--- src/rtl/datapath_ctrl_pkg.sv ---
// datapath_ctrl_pkg: opcodes, instruction field offsets, flag register
// layout and FSM encoding shared by the datapath sequencer.
package datapath_ctrl_pkg;

  typedef enum logic [2:0] {
    ST_IDLE,
    ST_FETCH,
    ST_EXEC,
    ST_WB,
    ST_HALT
  } state_t;

  localparam logic [3:0] OP_NOP  = 4'b0000;
  localparam logic [3:0] OP_JMP  = 4'b0001;
  localparam logic [3:0] OP_BRF  = 4'b0010;
  localparam logic [3:0] OP_HALT = 4'b0011;

  localparam logic [1:0] FS_ZERO  = 2'b00;
  localparam logic [1:0] FS_NEG   = 2'b01;
  localparam logic [1:0] FS_CARRY = 2'b10;
  localparam logic [1:0] FS_OV    = 2'b11;

  localparam int F_OP   = 12;
  localparam int F_DST  = 9;
  localparam int F_SRCA = 6;
  localparam int F_SRCB = 3;
  localparam int F_SR   = 0;

  typedef struct packed {
    logic ov;
    logic carry;
    logic neg;
    logic zero;
  } flags_t;

  function automatic logic flag_sel(
    input flags_t     f,
    input logic [1:0] s
  );
    logic r;
    unique case (s)
      FS_ZERO:  r = f.zero;
      FS_NEG:   r = f.neg;
      FS_CARRY: r = f.carry;
      FS_OV:    r = f.ov;
      default:  r = 1'b0;
    endcase
    return r;
  endfunction

endpackage

--- src/rtl/datapath_ctrl_decode.sv ---
// datapath_ctrl_decode: combinational instruction decode into datapath
// selects, one-hot write mask and control-flow class.
module datapath_ctrl_decode
  import datapath_ctrl_pkg::*;
#(
  parameter int N = 8,
  parameter int P = 3
) (
  input  logic [15:0]  ir_i,
  output logic [P-1:0] multa_o,
  output logic [P-1:0] multb_o,
  output logic [1:0]   alu_o,
  output logic [1:0]   sr_o,
  output logic [N-1:0] wmask_o,
  output logic         we_o,
  output logic         is_alu_o,
  output logic         is_jmp_o,
  output logic         is_brf_o,
  output logic         is_halt_o,
  output logic         illegal_o
);

  logic [3:0] op;
  logic [2:0] dst;
  logic       dst_ok;
  logic       unused_bit;

  assign op         = ir_i[F_OP +: 4];
  assign dst        = ir_i[F_DST +: 3];
  assign dst_ok     = int'(dst) < N;
  assign unused_bit = ir_i[2];

  always_comb begin
    multa_o   = '0;
    multb_o   = '0;
    alu_o     = '0;
    sr_o      = '0;
    wmask_o   = '0;
    we_o      = 1'b0;
    is_alu_o  = 1'b0;
    is_jmp_o  = 1'b0;
    is_brf_o  = 1'b0;
    is_halt_o = 1'b0;
    illegal_o = 1'b0;
    unique case (1'b1)
      op[3]: begin
        is_alu_o  = 1'b1;
        multa_o   = P'(ir_i[F_SRCA +: 3]);
        multb_o   = P'(ir_i[F_SRCB +: 3]);
        alu_o     = op[1:0];
        sr_o      = ir_i[F_SR +: 2];
        // out-of-range destination degrades to a flag-only op
        we_o      = op[2] & dst_ok;
        illegal_o = op[2] & ~dst_ok;
        if (we_o) wmask_o = N'(1) << dst;
      end
      op[3:2] == 2'b01: illegal_o = 1'b1;
      op == OP_JMP:     is_jmp_o  = 1'b1;
      op == OP_BRF:     is_brf_o  = 1'b1;
      op == OP_HALT:    is_halt_o = 1'b1;
      default: ;
    endcase
  end

endmodule

--- src/rtl/datapath_ctrl.sv ---
// datapath_ctrl: fetch/exec/writeback sequencer for the MxN datapath;
// owns the FSM, pc, instruction register and flag register.
module datapath_ctrl
  import datapath_ctrl_pkg::*;
#(
  parameter int N  = 8,
  parameter int P  = 3,
  parameter int AW = 8
) (
  input  logic          clk,
  input  logic          rst,
  input  logic          start,
  output logic          imem_req,
  output logic [AW-1:0] imem_addr,
  input  logic          imem_ack,
  input  logic [15:0]   imem_data,
  output logic [P-1:0]  selection_multa,
  output logic [P-1:0]  selection_multb,
  output logic [1:0]    selection_alu,
  output logic [1:0]    selection_sr,
  output logic [N-1:0]  writer,
  input  logic          fov,
  input  logic          fcarry,
  input  logic          fneg,
  input  logic          fzero,
  output logic          busy,
  output logic          halted,
  output logic          illegal
);

  state_t        state_q, state_d;
  logic [AW-1:0] pc_q, pc_d;
  logic [15:0]   ir_q, ir_d;
  flags_t        flg_q, flg_d;

  logic [P-1:0]  d_multa, d_multb;
  logic [1:0]    d_alu, d_sr;
  logic [N-1:0]  d_wmask;
  logic          d_we, d_alu_op, d_jmp, d_brf;
  logic          d_halt, d_ill, take;

  datapath_ctrl_decode #(
    .N (N),
    .P (P)
  ) u_decode (
    .ir_i      (ir_q),
    .multa_o   (d_multa),
    .multb_o   (d_multb),
    .alu_o     (d_alu),
    .sr_o      (d_sr),
    .wmask_o   (d_wmask),
    .we_o      (d_we),
    .is_alu_o  (d_alu_op),
    .is_jmp_o  (d_jmp),
    .is_brf_o  (d_brf),
    .is_halt_o (d_halt),
    .illegal_o (d_ill)
  );

  // branches test the registered flags, never the live ALU flags
  assign take = d_jmp | (d_brf &
    (flag_sel(flg_q, ir_q[F_DST+1 +: 2]) == ir_q[F_DST]));

  always_ff @(posedge clk or negedge rst) begin
    if (!rst) begin
      state_q <= ST_IDLE;
      pc_q    <= '0;
      ir_q    <= '0;
      flg_q   <= '0;
    end else begin
      state_q <= state_d;
      pc_q    <= pc_d;
      ir_q    <= ir_d;
      flg_q   <= flg_d;
    end
  end

  always_comb begin
    state_d         = state_q;
    pc_d            = pc_q;
    ir_d            = ir_q;
    flg_d           = flg_q;
    imem_req        = 1'b0;
    selection_multa = '0;
    selection_multb = '0;
    selection_alu   = '0;
    selection_sr    = '0;
    writer          = '0;
    illegal         = 1'b0;
    unique case (state_q)
      ST_IDLE, ST_HALT: begin
        if (start) begin
          pc_d    = '0;
          state_d = ST_FETCH;
        end
      end
      ST_FETCH: begin
        imem_req = 1'b1;
        if (imem_ack) begin
          ir_d    = imem_data;
          state_d = ST_EXEC;
        end
      end
      ST_EXEC: begin
        selection_multa = d_multa;
        selection_multb = d_multb;
        selection_alu   = d_alu;
        selection_sr    = d_sr;
        illegal         = d_ill;
        if (d_alu_op) flg_d = {fov, fcarry, fneg, fzero};
        pc_d = take ? ir_q[AW-1:0] : pc_q + AW'(1);
        if (d_halt) begin
          pc_d    = pc_q;
          state_d = ST_HALT;
        end else if (d_we) begin
          state_d = ST_WB;
        end else begin
          state_d = ST_FETCH;
        end
      end
      ST_WB: begin
        selection_multa = d_multa;
        selection_multb = d_multb;
        selection_alu   = d_alu;
        selection_sr    = d_sr;
        writer          = d_wmask;
        state_d         = ST_FETCH;
      end
      default: state_d = ST_IDLE;
    endcase
  end

  assign imem_addr = pc_q;
  assign busy      = (state_q == ST_FETCH) |
                     (state_q == ST_EXEC) |
                     (state_q == ST_WB);
  assign halted    = (state_q == ST_HALT);

endmodule

--- config.mk ---
export PLATFORM = sky130hd
export DESIGN_NAME = datapath_ctrl
export DESIGN_NICKNAME = d
export VERILOG_FILES = /design/src/rtl/datapath_ctrl_pkg.sv /design/src/rtl/datapath_ctrl_decode.sv /design/src/rtl/datapath_ctrl.sv
export SDC_FILE = /design/constraint.sdc
export NUM_CORES = 1
export LEC_CHECK = 0
export CAP_MARGIN = 0
export CORE_MARGIN = 1.5
export CORE_UTILIZATION = 49
export CTS_BUF_LIST = sky130_fd_sc_hd__clkbuf_8 sky130_fd_sc_hd__clkbuf_16
export CTS_CLUSTER_SIZE = 16
export DETAILED_ROUTE_END_ITERATION = 8
export PLACE_DENSITY = 0.93
export SYNTH_ARGS = -nofsm -noshare
export SYNTH_HDL_FRONTEND = slang
export SYNTH_SLANG_ARGS = --single-unit
--- constraint.sdc ---
create_clock -name clk -period 4.1 [get_ports clk]
set_clock_uncertainty 0.2 [all_clocks]
set_input_delay 0.82 -clock clk [delete_from_list [all_inputs] [get_ports clk]]
set_output_delay 0.82 -clock clk [all_outputs]
set_load 0.02 [all_outputs]
==> results of run 1 <==
==> state kept, by name, indices dropped and copies added (netlist names) <==
| signal | count |
|---|---|
| ir_q | 16 |
| state_q | 3 |
| imem_addr | 8 |
| flg_q | 4 |
==> synth_stat cells (2+ instances only) <==
cell type | n | area share
o21ai_0 | 8 | 0.024
nand3_1 | 7 | 0.021
mux2_2 | 19 | 0.13
dfrtp_1 | 31 | 0.46
o311ai_1 | 3 | 0.016
inv_1 | 2 | 0.0044
nor2_1 | 13 | 0.029
buf_2 | 4 | 0.012
and3_1 | 14 | 0.052
a21oi_1 | 2 | 0.0059
nand2b_1 | 5 | 0.018
nand3b_1 | 2 | 0.0089
nor3b_1 | 2 | 0.0089
clkbuf_1 | 3 | 0.0066
nor3_1 | 5 | 0.015
xor2_1 | 2 | 0.010
nand2_1 | 14 | 0.031
and2_1 | 3 | 0.011
a32oi_1 | 3 | 0.016
a22oi_1 | 3 | 0.013
==> cell type report <==
type | count | area [um^2]
Clock buffer | 7 | 96.34
Clock inverter | 1 | 3.754
Fill cell | 253 | 988.4
Inverter | 2 | 7.507
Multi-Input combinational cell | 123 | 869.6
Sequential cell | 31 | 775.7
Tap cell | 46 | 57.56
Timing Repair Buffer | 54 | 538.0
==> worst paths after layout <==
| path | depth (start not counted) | to | slack, ns |
|---|---|---|---|
| worst min register to register | 1 | ir_q[8] | 0.30 |
| worst min-delay path | 1 | ir_q[8] | 0.30 |
| max in group asynchronous | 2 | flg_q[2] | 2.68 |
| worst max-delay path | 5 | writer[4] | 0.60 |
| min in group asynchronous | 2 | state_q[0] | 0.72 |
| worst max register to register | 5 | imem_addr[2] | 1.77 |
==> logic make-up after synthesis <==
logic type / share of synthesized area
AND/OR/NAND/NOR: 0.2266
flip-flops: 0.4576
AO/OA/AOI/OAI: 0.1085
multiplexers: 0.1454
buffers and inverters: 0.02952
XOR/XNOR: 0.02510
adder cells (fa/ha/maj): 0.007379
==> where the power goes <==
group | internal, mW | total, mW | switching, mW
combinational | 0.391 | 0.772 | 0.381
sequential | 0.452 | 0.650 | 0.198
clock | 0.150 | 0.256 | 0.106
==> placed cells by master, fill, tap and decap left out, drive strengths merged, types with 3 or more instances in the layout <==
cell	synthesis	layout
clkdlybuf4s50	0	53
a32oi	3	3
nor3	5	5
dfrtp	31	31
mux2	19	19
a22oi	3	3
o21ai	9	9
and3	14	14
clkbuf	3	7
and2	3	3
nand3	7	7
inv	2	3
o311ai	3	3
nand2	14	14
xor2	3	3
nor2	13	13
nand2b	5	5
==> per-stage QoR <==
| stage | power [mW] | setup WS (ns) |
|---|---|---|
| final | 1.678 | 0.6028 |
| after global routing | 1.784 | 0.4064 |
| after CTS | 1.679 | 0.6225 |
| after detailed placement | 1.412 | 0.9774 |
| after global placement | 1.373 | 1.062 |
| after floorplan | 1.136 | 1.618 |
==> metal layers <==
layer | wire length [um] | up-vias | share of wire | global-route usage
met5 | 0 | - | 0 | 0
met4 | 82 | 0 | 0.020 | 0.09726
met3 | 214 | 9 | 0.051 | 0.06832
met2 | 2122 | 53 | 0.51 | 0.3534
met1 | 1739 | 742 | 0.42 | 0.3325
li1 | - | 709 | - | -
==> worst reg2reg max path, delay by kind of cell, from the launching register on <==
kind | cells | cell delay, ns
flops | 1 | 0.42
simple gates | 4 | 1.47
compound gates | 1 | 0.13
==> flow_summary_export.csv, run 1 <==
group,metric,value,unit
outcome,status,"finished, final reports clean",
critical_path,worstPathCellList,"and2b_1 -> and2_1 -> nand4_1 -> nor3_1 -> clkdlybuf4s50_1",
power_and_ir_drop,powerDensity,714.5,nW/um^2
global_route,antenna_found_initial,0,
place,gp_congestion,0.7478,
clocking,cts-root-buf,"clkbuf_8",
global_route,grt.total_usage,0.2394,
power_and_ir_drop,p_leak,0.9759,nW
min_path,hold_path.class,"reg2reg",
timing,fmax,0.2859,GHz
critical_path,arrival,2.48,ns
finish,stdcell_area,2349,um^2
logic_synthesis,ys_async_sr_fraction,1.000,
logic_synthesis,synth_ff_type,"dfrtp_1",
drt,drtIter0Drc,67,
timing,worst_pin_slew,0.8184,ns
clocking,clock_latency,0.28,ns
die,io_pins,54,
drt,wl_per_cell,15.75,um
timing,period_needed,3.497,ns
logic_synthesis,synth.distinct_cells,39,
timing,hold_violations,0,
finish,syn2layout_area_growth,38.52,%
place,io_buffers,53,
timing,worst_hold_slack,0.2997,ns
critical_path,path_class,"reg2out",
place,hpwl,2949,um
clocking,htreeDepth,2,
timing,finalSetupTns,0,ns
die,die_w,61.82,um
global_route,grt_max_degree,32,
die,rows,21,
critical_path,reg2reg_from,"state_q[2]",
critical_path,cp_max_fo,14,
clocking,holdBufCountCts,0,
clocking,clk_path_buf_depth,2,
min_path,min_from,"ir_q[8]",
timing,setup_viol_count_final,0,
clocking,cts_sinks,31,
drt,viasPerCell,5.731,
die,start_util,0.5081,
drt,antenna_left,0,
global_route,first_global_vias,1348,
finish,final_net_count,242,
drt,drc,0,
place,dpl_cell_area,2248,um^2
logic_synthesis,synth_edf_count,0,
clocking,cts_tree,"yes",
die,die_y,61.82,um
job,drv_cap,0,
timing,finalCritPeriodShare,0.8530,
power_and_ir_drop,peakVddDrop,0.4007,mV
finish,diodes,0,
critical_path,worstSetupEndpointType,"output port",
logic_synthesis,synth-seq-cells,31,
place,dp.cells,256,
clocking,numCtsBuffers,5,
finish,final_util,0.7038,
critical_path,start_kind,"flop",
logic_synthesis,synthesis.nets,189,
critical_path,cp.required,3.08,ns
logic_synthesis,ys_warn_count,0,
critical_path,crit_slowest_cell,"clkdlybuf4s50_1",
clocking,cts_resized,0,
drt,dr.pass1.iters,4,
critical_path,critPathLaunch,"state_q[2]",
drt,num_vias,1513,
logic_synthesis,synth_cells,164,
critical_path,crit_buf_inv,1,
timing,slew_violations,0,
logic_synthesis,netlist_area,1695,um^2
global_route,grt_pass1_wl,6472,um
clocking,postCtsSetupBuffers,0,
critical_path,crit_family,"simple AND/OR/NAND/NOR gates",
die,dieArea,3822,um^2
global_route,grt.overflow.total,0,
logic_synthesis,ys_seq_area_frac,0.4576,
timing,relSlewSlack,0.4544,
timing,rsz0062_at_grt,"no",
die,core,3337,um^2
finish,layout.cells.non_filler,264,
drt,wirelength,4159,um
finish,drive_above_1_share,0.1422,
logic_synthesis,syn_avg_cell_area,10.34,um^2
clocking,clkSlewWorstSetupHoldPaths,0.07,ns
critical_path,cpPeakStageDelay,0.63,ns
Power figures use the tool's default switching activity.
==> run 2, diff against run 1 <==
--- a/config.mk
+++ b/config.mk
@@ -7,11 +7,12 @@
 export LEC_CHECK = 0
 export CAP_MARGIN = 0
 export CORE_MARGIN = 1.5
-export CORE_UTILIZATION = 49
+export CORE_UTILIZATION = 60
 export CTS_BUF_LIST = sky130_fd_sc_hd__clkbuf_8 sky130_fd_sc_hd__clkbuf_16
 export CTS_CLUSTER_SIZE = 16
 export DETAILED_ROUTE_END_ITERATION = 8
-export PLACE_DENSITY = 0.93
+export DONT_BUFFER_PORTS = 1
+export PLACE_DENSITY = 0.85
 export SYNTH_ARGS = -nofsm -noshare
 export SYNTH_HDL_FRONTEND = slang
 export SYNTH_SLANG_ARGS = --single-unit
==> run 2 against run 1 <==
  * Register-to-register slack worse by 0.31 ns
  * Design area fell by 24%
  * Cell count decreased by 26%
  * Worst setup slack improved by 0.35 ns
  * Sequential power up 5.5%
  * Critical path type unchanged
  * Critical endpoint is now writer[0]
==> flow_summary_export.csv, run 2 (synthesis results as in run 1) <==
group,metric,value,unit
global_route,grt_max_degree,32,
place,io_buffers,0,
power_and_ir_drop,p_leak,0.7617,nW
critical_path,crit_buf_inv,0,
finish,largest_reg_flops,16,
critical_path,worstPathCellList,"and2b_1 -> and2_1 -> nand4b_1 -> nor3_1",
global_route,first_global_vias,1283,
clocking,htreeDepth,2,
critical_path,crit_family,"simple AND/OR/NAND/NOR gates",
die,io_pins,54,
timing,slew_violations,0,
drt,num_vias,1284,
critical_path,r2r_slack,1.46,ns
timing,worst_pin_slew,0.7495,ns
finish,drive_above_1_share,0.1890,
critical_path,reg2reg_depth,3,
finish,diodes,0,
clocking,clkSlewWorstSetupHoldPaths,0.07,ns
global_route,antenna_found_initial,0,
timing,period_needed,3.143,ns
timing,relSlewSlack,0.5003,
drt,dr.pass1.iters,4,
clocking,cts_resized,0,
drt,drtIter0Drc,67,
timing,rsz0062_at_grt,"no",
clocking,numCtsBuffers,5,
place,hpwl,2488,um
die,die_w,56.16,um
finish,syn2layout_area_growth,5.019,%
critical_path,reg2reg_from,"state_q[0]",
clocking,clock_latency,0.29,ns
finish,layout.area.seq,775.7,um^2
clocking,cts-root-buf,"clkbuf_8",
drt,wirelength,3379,um
critical_path,cp.required,3.08,ns
power_and_ir_drop,power,1.469,mW
timing,finalWorstSetupSlack,0.9565,ns
place,pre_cts_ws,1.287,ns
min_path,hold_path.class,"in2async",
critical_path,worstSetupEndpointType,"output port",
die,die_y,56.16,um
outcome,status,"finished, final reports clean",
finish,fillers,234,
job,drv_cap,0,
drt,wl_per_cell,17.33,um
drt,viasPerCell,6.585,
power_and_ir_drop,peakVddDrop,0.5215,mV
finish,final_common_cell,"dfrtp_1",
clocking,cts_sinks,31,
critical_path,reg2reg_to,"ir_q[13]",
global_route,grt.total_usage,0.2345,
finish,stdcell_area,1780,um^2
die,start_util,0.6256,
clocking,cts_tree,"yes",
timing,finalCritPeriodShare,0.7667,
timing,fmax,0.3181,GHz
timing,finalSetupTns,0,ns
critical_path,cp_max_fo,14,
clocking,holdBufCountCts,0,
drt,antenna_left,0,
timing,hold_violations,0,
finish,multi_input_area,869.6,um^2
critical_path,arrival,2.12,ns
place,gp_congestion,0.8165,
critical_path,start_kind,"flop",
critical_path,crit_slowest_cell,"nor3_1",
critical_path,cpPeakStageDelay,0.55,ns
timing,setup_viol_count_final,0,
finish,final_cell_mix,"31 x dfrtp_1, 19 x mux2_2, 14 x and3_1, 14 x nand2_1, 13 x nor2_1",
global_route,grt.overflow.total,0,
die,dieArea,3153,um^2
die,core,2710,um^2
finish,final_net_count,188,
die,rows,19,
global_route,grt_pass1_wl,5658,um
clocking,clk_path_buf_depth,2,
drt,drc,0,
finish,registers.top_by_ff_count,"ir_q",
critical_path,path_class,"reg2out",
place,dpl_cell_area,1692,um^2
clocking,postCtsSetupBuffers,0,
finish,final_util,0.6570,
power_and_ir_drop,powerDensity,824.8,nW/um^2
==> run 2: layout make-up <==
cell class | instances | share of cell area
flip-flops and latches | 31 | 0.4357
multi-input cells | 123 | 0.4884
clock inverters | 3 | 0.01124
well taps | 31 | 0.02178
clock buffers | 5 | 0.03865
inverters | 2 | 0.004216
==> run 2: worst max path at each step <==
stage / startpoint / to / slack [ns] / cells after the start
finish: state_q[2] / writer[0] / 0.96 / 4
CTS: state_q[2] / writer[0] / 0.96 / 4
global placement: state_q[2] / writer[4] / 1.33 / 4
global route: state_q[2] / writer[4] / 0.84 / 4
floorplan: state_q[2] / writer[4] / 1.62 / 4
detailed placement: state_q[2] / writer[0] / 1.29 / 4
==> run 2: power breakdown <==
part | internal [mW] | leakage, nW | switching (mW)
clock | 0.118 | 0.0402 | 0.120
combinational | 0.254 | 0.336 | 0.290
sequential | 0.451 | 0.386 | 0.235
==> run 2: routing by layer <==
layer / wire length (um) / track usage / part of all wire / vias up
met5: 0 / 0 / 0 / -
li1: - / - / - / 595
met4: 59 / 0.1020 / 0.017 / 0
met3: 221 / 0.07907 / 0.065 / 8
met1: 1366 / 0.2695 / 0.40 / 634
met2: 1732 / 0.3966 / 0.51 / 47
==> run 2: metrics by stage <==
stage               hold slack, ns  std cells
finish                     0.01658        195
global route              0.009108        195
CTS                       0.009214        195
detailed placement          0.2965        187
global placement            0.2855        187
floorplan                   0.2727        164
==> run 2: worst register-to-register path: stages, from the launching register on <==
cell and delay (ns):
dfrtp_1 0.53, nor3b_1 0.66, and2_1 0.72, mux2_2 0.42
==> run 3, diff against run 2 <==
==> constraint.sdc (replaced) <==
create_clock -name clk -period 3 [get_ports clk]
set_clock_uncertainty 0.2 [all_clocks]
set_input_delay 0.6 -clock clk [delete_from_list [all_inputs] [get_ports clk]]
set_output_delay 0.6 -clock clk [all_outputs]
set_load 0.02 [all_outputs]
==> run 3 against run 2 <==
  * Combinational power grew 43%
  * Non-clock buffer count grew 7
  * First-iteration DRC count grew 22%
  * Count of clock-buffer cells in the layout up 2
  * Hold slack improved by 0.22 ns
  * Register-to-register slack worse by 0.72 ns
  * Sequential power rose by 38%
  * Clock power increased by 53%
  * Worst setup slack got worse by 0.78 ns
  * Critical path type unchanged
  * Largest cell class unchanged
==> flow_summary_export.csv, run 3 (synthesis results as in run 1) <==
group,metric,value,unit
outcome,status,"finished, final reports clean",
clocking,clock_latency,0.29,ns
finish,final_common_cell,"dfrtp_1",
global_route,antenna_found_initial,0,
die,die_w,56.16,um
power_and_ir_drop,powerDensity,1120,nW/um^2
drt,viasPerCell,6.465,
critical_path,reg2reg_to,"imem_addr[3]",
critical_path,arrival,2.02,ns
critical_path,cpPeakStageDelay,0.45,ns
critical_path,cp.required,2.20,ns
finish,final_cell_mix,"31 x dfrtp_1, 19 x mux2_2, 14 x and3_1, 14 x nand2_1, 13 x nor2_1",
critical_path,reg2reg_from,"state_q[2]",
critical_path,crit_slowest_cell,"and2b_1",
finish,syn2layout_area_growth,9.889,%
finish,final_util,0.6874,
global_route,grt.overflow.total,0,
place,gp_congestion,0.7681,
timing,relSlewSlack,0.5831,
timing,setup_viol_count_final,0,
critical_path,reg2reg_depth,5,
clocking,cts-root-buf,"clkbuf_8",
power_and_ir_drop,power,2.086,mW
drt,drc,0,
min_path,hold_path.class,"in2reg",
global_route,grt_pass1_wl,5947,um
timing,fmax,0.3543,GHz
timing,worst_hold_slack,0.2388,ns
min_path,holdPathEnd,"ir_q[1]",
drt,dr.pass1.iters,4,
die,start_util,0.6256,
min_path,min_path_cells,2,
place,pre_cts_ws,0.5098,ns
clocking,cts_tree,"yes",
timing,finalCritPeriodShare,0.9409,
power_and_ir_drop,p_leak,0.8120,nW
place,dp.cells,192,
global_route,grt.total_usage,0.2465,
die,dieArea,3153,um^2
timing,worst_pin_slew,0.6231,ns
clocking,postCtsSetupBuffers,0,
die,io_pins,54,
clocking,numCtsBuffers,5,
timing,hold_violations,0,
global_route,grt_max_degree,32,
clocking,cts_sinks,31,
clocking,clkSlewWorstSetupHoldPaths,0.06,ns
global_route,first_global_vias,1303,
power_and_ir_drop,peakVddDrop,0.8123,mV
critical_path,r2r_slack,0.74,ns
die,die_y,56.16,um
die,core,2710,um^2
clocking,clk_path_buf_depth,2,
finish,final_net_count,195,
finish,layout.cells.non_filler,202,
critical_path,start_kind,"flop",
critical_path,worstSetupEndpointType,"output port",
critical_path,path_class,"reg2out",
finish,registers.top_by_ff_count,"ir_q",
timing,period_needed,2.823,ns
drt,num_vias,1306,
timing,slew_violations,0,
finish,largest_reg_flops,16,
drt,drtIter0Drc,82,
finish,drive_above_1_share,0.2164,
place,dpl_cell_area,1729,um^2
timing,rsz0062_at_grt,"no",
job,drv_cap,0,
place,io_buffers,0,
timing,finalSetupTns,0,ns
clocking,htreeDepth,2,
place,hpwl,2499,um
drt,wl_per_cell,17.46,um
drt,antenna_left,0,
drt,wirelength,3527,um
finish,diodes,0,
timing,finalWorstSetupSlack,0.1774,ns
min_path,min_from,"imem_data[1]",
critical_path,cp_max_fo,14,
critical_path,worstPathCellList,"and2b_1 -> and2_1 -> nand4_1 -> nor3_1 -> buf_4",
finish,stdcell_area,1863,um^2
die,rows,19,
## run 3: cell count changes in the layout (fill, tap and decap cells not counted), sizes merged
cell and change:
buf +6, clkinv -1, dlygate4sd3 +1, clkinvlp -1
clkbuf +2
## run 3: routing by layer
metal | global-route usage | wire length [um] | vias to the layer above
met5 | 0 | 0 | -
met4 | 0.09524 | 40 | 0
met3 | 0.08837 | 232 | 6
met2 | 0.4134 | 1835 | 49
met1 | 0.2884 | 1418 | 648
li1 | - | - | 603
## run 3: cell type report
type | instances | area [um^2]
clock buffers | 7 | 96.34
multi-input cells | 123 | 869.6
fillers | 226 | 847.1
clock inverters | 1 | 7.507
flip-flops and latches | 31 | 775.7
inverters | 2 | 7.507
well taps | 31 | 38.79
repair buffers | 7 | 67.56
## run 3: repair_timing
item	CTS	global route
hold endpoints to repair	31	0
endpoints found under the setup margin	0	0
hold buffers	2	0
gates resized for setup	0	0
## run 3: how the worst max path moves through the flow
stage,end,from,depth (start not counted)
floorplan,ir_q[10],state_q[0],6
global placement,writer[6],state_q[2],4
detailed placement,writer[4],state_q[2],5
CTS,writer[4],state_q[2],5
global route,writer[4],state_q[2],5
finish,writer[4],state_q[2],5
## run 3: critical path, delay by kind of cell, from the launching register on
family	cells	cell delay (ns)
buf+inv	1	0.18
flops	1	0.43
simple gates	4	1.13
## run 3: report_power, final
part           internal (mW)  leakage [nW]  switching (mW)  total [mW]
combinational          0.369         0.376           0.407       0.777
clock                  0.208        0.0505           0.155       0.364
sequential             0.617         0.386           0.329       0.946
total                   1.19         0.812           0.892        2.09
